`src/rtl/jt1943_romslot_arb_if.sv`:
```
`default_nettype none
// ============================================================================
// Module  : jt1943_romslot_arb_if
// Brief   : Slot-request and SDRAM read-port bundle for the ROM slot arbiter.
// Revision: 1.0 - initial release
// ============================================================================
interface jt1943_romslot_arb_if #(
    parameter int AW = 22
);
    // Slot (cache) side
    logic            slot_cen;
    logic [3:0]      slot_req;
    logic [4*AW-1:0] slot_addr;
    logic [3:0]      slot_we;
    logic [31:0]     data_out;
    // SDRAM controller side
    logic [AW-1:0]   sdram_addr;
    logic            sdram_rd;
    logic            sdram_ack;
    logic            data_rdy;
    logic [31:0]     data_read;

    // master: the arbiter itself
    modport master (
        input  slot_cen, slot_req, slot_addr, sdram_ack, data_rdy, data_read,
        output slot_we, data_out, sdram_addr, sdram_rd
    );

    // slave: the slot caches plus the SDRAM controller surrounding it
    modport slave (
        output slot_cen, slot_req, slot_addr, sdram_ack, data_rdy, data_read,
        input  slot_we, data_out, sdram_addr, sdram_rd
    );
endinterface
`default_nettype wire

```
`src/rtl/jt1943_romslot_arb.sv`:
```
`default_nettype none
// ============================================================================
// Module  : jt1943_romslot_arb
// Brief   : Serialises four ROM slot requests onto one SDRAM read port and
//           returns each word with a per-slot strobe held until slot_cen.
//           Define JT1943_ARB_RR_EN for round-robin instead of fixed priority.
// Revision: 1.0 - initial release
// ============================================================================
module jt1943_romslot_arb #(
    parameter int            AW           = 22,
    parameter logic [AW-1:0] SLOT0_OFFSET = '0,
    parameter logic [AW-1:0] SLOT1_OFFSET = '0,
    parameter logic [AW-1:0] SLOT2_OFFSET = '0,
    parameter logic [AW-1:0] SLOT3_OFFSET = '0
) (
    input  logic                   clk,
    input  logic                   rst,
    jt1943_romslot_arb_if.master   bus
);

    typedef enum logic [1:0] {
        ST_IDLE      = 2'd0,
        ST_WAIT_ACK  = 2'd1,
        ST_WAIT_DATA = 2'd2,
        ST_DELIVER   = 2'd3
    } state_t;

    state_t        r_state;
    logic [1:0]    r_idx;
    logic [AW-1:0] r_lat_addr;
    logic [AW-1:0] r_addr;
    logic          r_rd;
    logic [3:0]    r_we;
    logic [31:0]   r_data;

    logic [AW-1:0] w_slot_addr [4];
    logic [1:0]    w_start;
    logic [1:0]    w_cand;
    logic [1:0]    w_sel;
    logic          w_found;
    logic [AW-1:0] w_offset;
    logic [AW-1:0] w_req_addr;
    logic          w_match;

    for (genvar i = 0; i < 4; i++) begin : g_slot
        assign w_slot_addr[i] = bus.slot_addr[i*AW +: AW];
    end

`ifdef JT1943_ARB_RR_EN
    logic [1:0] r_last;
    assign w_start = r_last + 2'd1;
`else
    assign w_start = 2'd0;
`endif

    // First requesting slot found when scanning upward (mod 4) from w_start
    always_comb begin
        w_sel   = w_start;
        w_cand  = w_start;
        w_found = 1'b0;
        for (int i = 0; i < 4; i++) begin
            w_cand = w_start + 2'(i);
            if (!w_found && bus.slot_req[w_cand]) begin
                w_sel   = w_cand;
                w_found = 1'b1;
            end
        end
    end

    always_comb begin
        w_offset = SLOT0_OFFSET;
        case (w_sel)
            2'd0:    w_offset = SLOT0_OFFSET;
            2'd1:    w_offset = SLOT1_OFFSET;
            2'd2:    w_offset = SLOT2_OFFSET;
            default: w_offset = SLOT3_OFFSET;
        endcase
    end

    assign w_req_addr = w_slot_addr[w_sel] + w_offset;
    // A slot that moved on would tag the word with the wrong address
    assign w_match    = (w_slot_addr[r_idx] == r_lat_addr);

    always_ff @(posedge clk) begin
        if (rst) begin
            r_state    <= ST_IDLE;
            r_idx      <= 2'd0;
            r_lat_addr <= '0;
            r_addr     <= '0;
            r_rd       <= 1'b0;
            r_we       <= 4'b0000;
            r_data     <= 32'd0;
`ifdef JT1943_ARB_RR_EN
            r_last     <= 2'd3;
`endif
        end else begin
            case (r_state)
                ST_IDLE: begin
                    r_we <= 4'b0000;
                    if (w_found) begin
                        r_idx      <= w_sel;
                        r_lat_addr <= w_slot_addr[w_sel];
                        r_addr     <= w_req_addr;
                        r_rd       <= 1'b1;
                        r_state    <= ST_WAIT_ACK;
                    end
                end
                ST_WAIT_ACK: begin
                    if (bus.sdram_ack) begin
                        r_rd    <= 1'b0;
                        r_state <= ST_WAIT_DATA;
                    end
                end
                ST_WAIT_DATA: begin
                    if (bus.data_rdy) begin
                        r_data  <= bus.data_read;
                        r_we    <= 4'b0001 << r_idx;
                        r_state <= ST_DELIVER;
                    end
                end
                ST_DELIVER: begin
                    if (!w_match || bus.slot_cen) begin
                        r_we    <= 4'b0000;
                        r_state <= ST_IDLE;
`ifdef JT1943_ARB_RR_EN
                        r_last  <= r_idx;
`endif
                    end
                end
                default: r_state <= ST_IDLE;
            endcase
        end
    end

    assign bus.slot_we    = r_we;
    assign bus.data_out   = r_data;
    assign bus.sdram_addr = r_addr;
    assign bus.sdram_rd   = r_rd;

endmodule
`default_nettype wire

```
`src/flat_wrapper.sv`:
```
// flat-port wrapper written by rule: the top's interface ports become plain ports
module jt1943_romslot_arb_flat 
#(
    parameter int            AW           = 22,
    parameter logic [AW-1:0] SLOT0_OFFSET = '0,
    parameter logic [AW-1:0] SLOT1_OFFSET = '0,
    parameter logic [AW-1:0] SLOT2_OFFSET = '0,
    parameter logic [AW-1:0] SLOT3_OFFSET = '0
)
  (clk, rst, bus_slot_cen, bus_slot_req, bus_slot_addr, bus_sdram_ack, bus_data_rdy, bus_data_read, bus_slot_we, bus_data_out, bus_sdram_addr, bus_sdram_rd);
  jt1943_romslot_arb_if #(.AW(AW)) bus_i ();
  input  logic clk;
  input  logic rst;
  input wire logic [$bits(bus_i.slot_cen)-1:0] bus_slot_cen;
  input wire logic [$bits(bus_i.slot_req)-1:0] bus_slot_req;
  input wire logic [$bits(bus_i.slot_addr)-1:0] bus_slot_addr;
  input wire logic [$bits(bus_i.sdram_ack)-1:0] bus_sdram_ack;
  input wire logic [$bits(bus_i.data_rdy)-1:0] bus_data_rdy;
  input wire logic [$bits(bus_i.data_read)-1:0] bus_data_read;
  output wire logic [$bits(bus_i.slot_we)-1:0] bus_slot_we;
  output wire logic [$bits(bus_i.data_out)-1:0] bus_data_out;
  output wire logic [$bits(bus_i.sdram_addr)-1:0] bus_sdram_addr;
  output wire logic [$bits(bus_i.sdram_rd)-1:0] bus_sdram_rd;
  assign bus_i.slot_cen = bus_slot_cen;
  assign bus_i.slot_req = bus_slot_req;
  assign bus_i.slot_addr = bus_slot_addr;
  assign bus_i.sdram_ack = bus_sdram_ack;
  assign bus_i.data_rdy = bus_data_rdy;
  assign bus_i.data_read = bus_data_read;
  assign bus_slot_we = bus_i.slot_we;
  assign bus_data_out = bus_i.data_out;
  assign bus_sdram_addr = bus_i.sdram_addr;
  assign bus_sdram_rd = bus_i.sdram_rd;
  jt1943_romslot_arb #(.AW(AW), .SLOT0_OFFSET(SLOT0_OFFSET), .SLOT1_OFFSET(SLOT1_OFFSET), .SLOT2_OFFSET(SLOT2_OFFSET), .SLOT3_OFFSET(SLOT3_OFFSET)) u_core (.clk(clk), .rst(rst), .bus(bus_i));
endmodule
```
`config.mk`:
```
export PLATFORM = sky130hd
export DESIGN_NAME = jt1943_romslot_arb_flat
export DESIGN_NICKNAME = d
export VERILOG_FILES = /design/src/rtl/jt1943_romslot_arb_if.sv /design/src/rtl/jt1943_romslot_arb.sv /design/src/flat_wrapper.sv
export SDC_FILE = /design/constraint.sdc
export NUM_CORES = 1
export LEC_CHECK = 0
export CAP_MARGIN = 40
export CORE_UTILIZATION = 40
export DETAILED_ROUTE_END_ITERATION = 10
export GPL_TIMING_DRIVEN = 0
export HOLD_SLACK_MARGIN = 0.06
export PLACE_DENSITY = 0.79
export RECOVER_POWER = 25
export SYNTH_ARGS = -nofsm -noshare
export SYNTH_HDL_FRONTEND = slang
export SYNTH_SLANG_ARGS = --single-unit
```
`constraint.sdc`:
```
create_clock -name clk -period 2.9 [get_ports clk]
set_input_delay 0.58 -clock clk [delete_from_list [all_inputs] [get_ports clk]]
set_output_delay 0.58 -clock clk [all_outputs]
set_load 0.05 [all_outputs]
```
==> metrics.txt <==
reg2reg start u_core.r_idx[0]; # clock sinks 63; Placed Cells between 700 and 800; clk_lat worst skew 350 ps; via/cell ratio between 5 and 6; Die Width around 100 µm; Core Util, Final 0.6562; RePlAce Congestion 0.8723; HP Start u_core.bus.data_out[25]; reg2reg path depth 8; CTS max path bufs 2; placed cell area 5921 µm²; clock tree root buffer cell clkbuf_8; Layout area overhead 57.65%; Mapped Area 3882 µm²; Worst Setup SP bus_slot_req[3]; ANT cells 0; CP Max Fanout 10; final count of negative-setup-slack endpoints 0; Worst Hold Class reg -> reg; Mapped Nets about 560; worst slew pin tran around 680 ps; Setup Slack @ Placement -622.2 ps; Pwr Total a little over 4 mW; Layout Cells excl Fill 761; Hold Path Cell Cnt 2; crit path capture type register; end of the worst register-to-register path u_core.r_state[0]; DIE AREA 10100 µm²; sequential share of the synthesized area 0.3248; initial antenna violation count 0; IO Port Bufs 187; DRT iter0 DRCs around 220; I/O pin count 188; remaining global-route overflow 0; warnings from Yosys 0; CP required 3100 ps; CTS tree done; area leader, netlist dfxtp_1; Synth cell types between 40 and 50; largest net degree at the start of global routing 12; postcts setup bufs 0; PwrDens roughly 660 nW/µm²; #FFs+latches synth between 60 and 70; core area a little over 9000 µm²; Lkg Pwr 2.153 nW; Worst VDD drop 0.0003097 V; CP Launch Type primary input; RSZ-0062 raised after global routing false; Cells after Synth 428; layout cells sized above 1 0.1139; Max Slew Vio Count 0; final wirelength around 13000 µm; htree depth 3; setup total negative slack 0 ps; first-pass GRT wire length 20730 µm; fmax 0.3770 GHz; Total GRT Usage 0.2693; CP arrival approximately 2900 ps; hold path endpoint u_core.bus.data_out[25]; Die H 100.5 µm; clock skew about 12 ps; setup ws final 247.3 ps; Cell Rows 35; status completed; Routed Antenna Nets 0; Top FF cell, synth dfxtp_1; initial core utilization 0.4162; Num CTS Buffers 9; Avg WL per Cell around 18 µm; Crit Path Class in -> reg; HPWL after DPL 10530 µm; reg2reg setup slack between 200 and 250 ps; top post-synthesis cells by area dfxtp_1, mux4_2, nand2_1, a21oi_1, mux2i_1; ys async rst share 0; vias in the first global route 4295; Hold Vio Cnt, Final 0; CTS Hold Bufs 0; maxcap violations 0; post-layout min period around 2700 ps; post-synth top area share 0.3248; Hold WS 450.4 ps; DR vias slightly above 4000; mean cell area of the mapped netlist 9.071 µm²; # DRC 0; Post-synth EDFFs 0; Final Cell Area 6121 µm²; Clock transition at path regs 70 ps; drt pass-1 iters 4; fin nets roughly 760; fin crit share 0.9147; Rel. slew slack 0.5472
[cell families (layout without fill, tap and decap cells)]
family                     count (synthesis)  count (layout)  share of synthesized area
AOI/OAI and AO/OA                         88              88                     0.1334
xor gates and xnor gates                  21              21                    0.04737
adders and majority gates                  5               5                    0.01611
buffers and inverters                     42             246                    0.04931
DFF                                       63              63                     0.3248
muxes                                     58              58                     0.2643
and+or+nand+nor                          151             151                     0.1647
[synth_stat cells, types with 2 or more instances]
library cell / instances
a221oi_1: 2
nand3_1: 4
nor2b_1: 10
nor2_1: 8
nand2b_1: 2
nand4_1: 3
xnor2_1: 11
o21ai_0: 8
ha_1: 5
mux4_2: 35
clkbuf_1: 22
a32oi_1: 2
buf_2: 3
nand2_1: 115
mux2_1: 2
mux2_2: 4
a311oi_1: 2
buf_6: 2
buf_4: 4
nor4_1: 2
a22oi_1: 2
o22ai_1: 4
mux2i_1: 17
a21oi_1: 60
dfxtp_1: 63
inv_1: 11
xor2_1: 10
[layout make-up]
class	instances	area, µm²
flip-flops and latches	63	1261
plain buffers	31	152.6
fillers	831	3207
repair buffers	188	1877
inverters	11	41.29
clock buffers	11	131.4
well taps	129	161.4
multi-input cells	323	2439
clock inverters	5	57.56
[metal layers]
layer  up-vias  global-route usage  routed length, µm
li1       1929                   -                  -
met1      1919              0.3052               5103
met2       193              0.4858               6992
met3        32             0.05132               1032
met4         0              0.1293                348
met5         -                   0                  0
[power by group]
group | switching [mW] | internal, mW | total (mW)
Combinational | 1.28 | 0.836 | 2.11
Sequential | 0.144 | 1.02 | 1.16
Clock | 0.359 | 0.399 | 0.758
Total | 1.78 | 2.26 | 4.03
[worst max-delay path, stage by stage]
cell and delay, ps:
clkdlybuf4s50_1 500, a21oi_1 90, nor2_2 370, buf_2 410
clkbuf_2 380, mux4_2 360, nand2_1 80, a21oi_1 70
[flip-flops by register name (all words and copies together), names as in the netlist]
signal / cells
u_core.bus.sdram_rd: 1
u_core.r_state: 2
u_core.r_idx: 2
u_core.r_lat_addr: 22
u_core.bus.slot_we: 4
u_core.bus.data_out: 32
[timing repair]
| action | in CTS | in global routing |
|---|---|---|
| cloned | 0 | 0 |
| setup endpoints to repair | 9 | 7 |
| pin swaps | 0 | 0 |
| gates resized for setup | 2 | 3 |
[worst max path at each step]
stage | endpoint | slack, ps | depth (start not counted)
3_3_place_gp | u_core.r_lat_addr[5] | -570 | 8
4_1_cts | u_core.r_lat_addr[13] | 60 | 8
3_5_place_dp | u_core.r_lat_addr[12] | -620 | 8
2_1_floorplan | u_core.r_lat_addr[13] | 610 | 5
6_report | u_core.r_lat_addr[9] | 250 | 8
5_1_grt | u_core.r_state[0] | 50 | 8
[placed cells by master (no fill, tap or decap), drive strengths merged, types with 3 or more instances in the layout]
master / Yosys / final
clkdlybuf4s50: 0 / 175
nand2: 115 / 115
dfxtp: 63 / 63
a21oi: 61 / 61
mux4: 35 / 35
clkbuf: 22 / 33
mux2i: 17 / 17
dlygate4sd3: 0 / 12
inv: 11 / 12
xnor2: 11 / 11
nor2b: 10 / 10
xor2: 10 / 10
buf: 9 / 10
o21ai: 8 / 8
nor2: 8 / 8
mux2: 6 / 6
ha: 5 / 5
o22ai: 4 / 4
nand3: 4 / 4
nand4: 3 / 3
a221oi: 3 / 3
a32oi: 3 / 3
nor4: 3 / 3
clkinv: 0 / 3
Power figures use the tool's default switching activity.
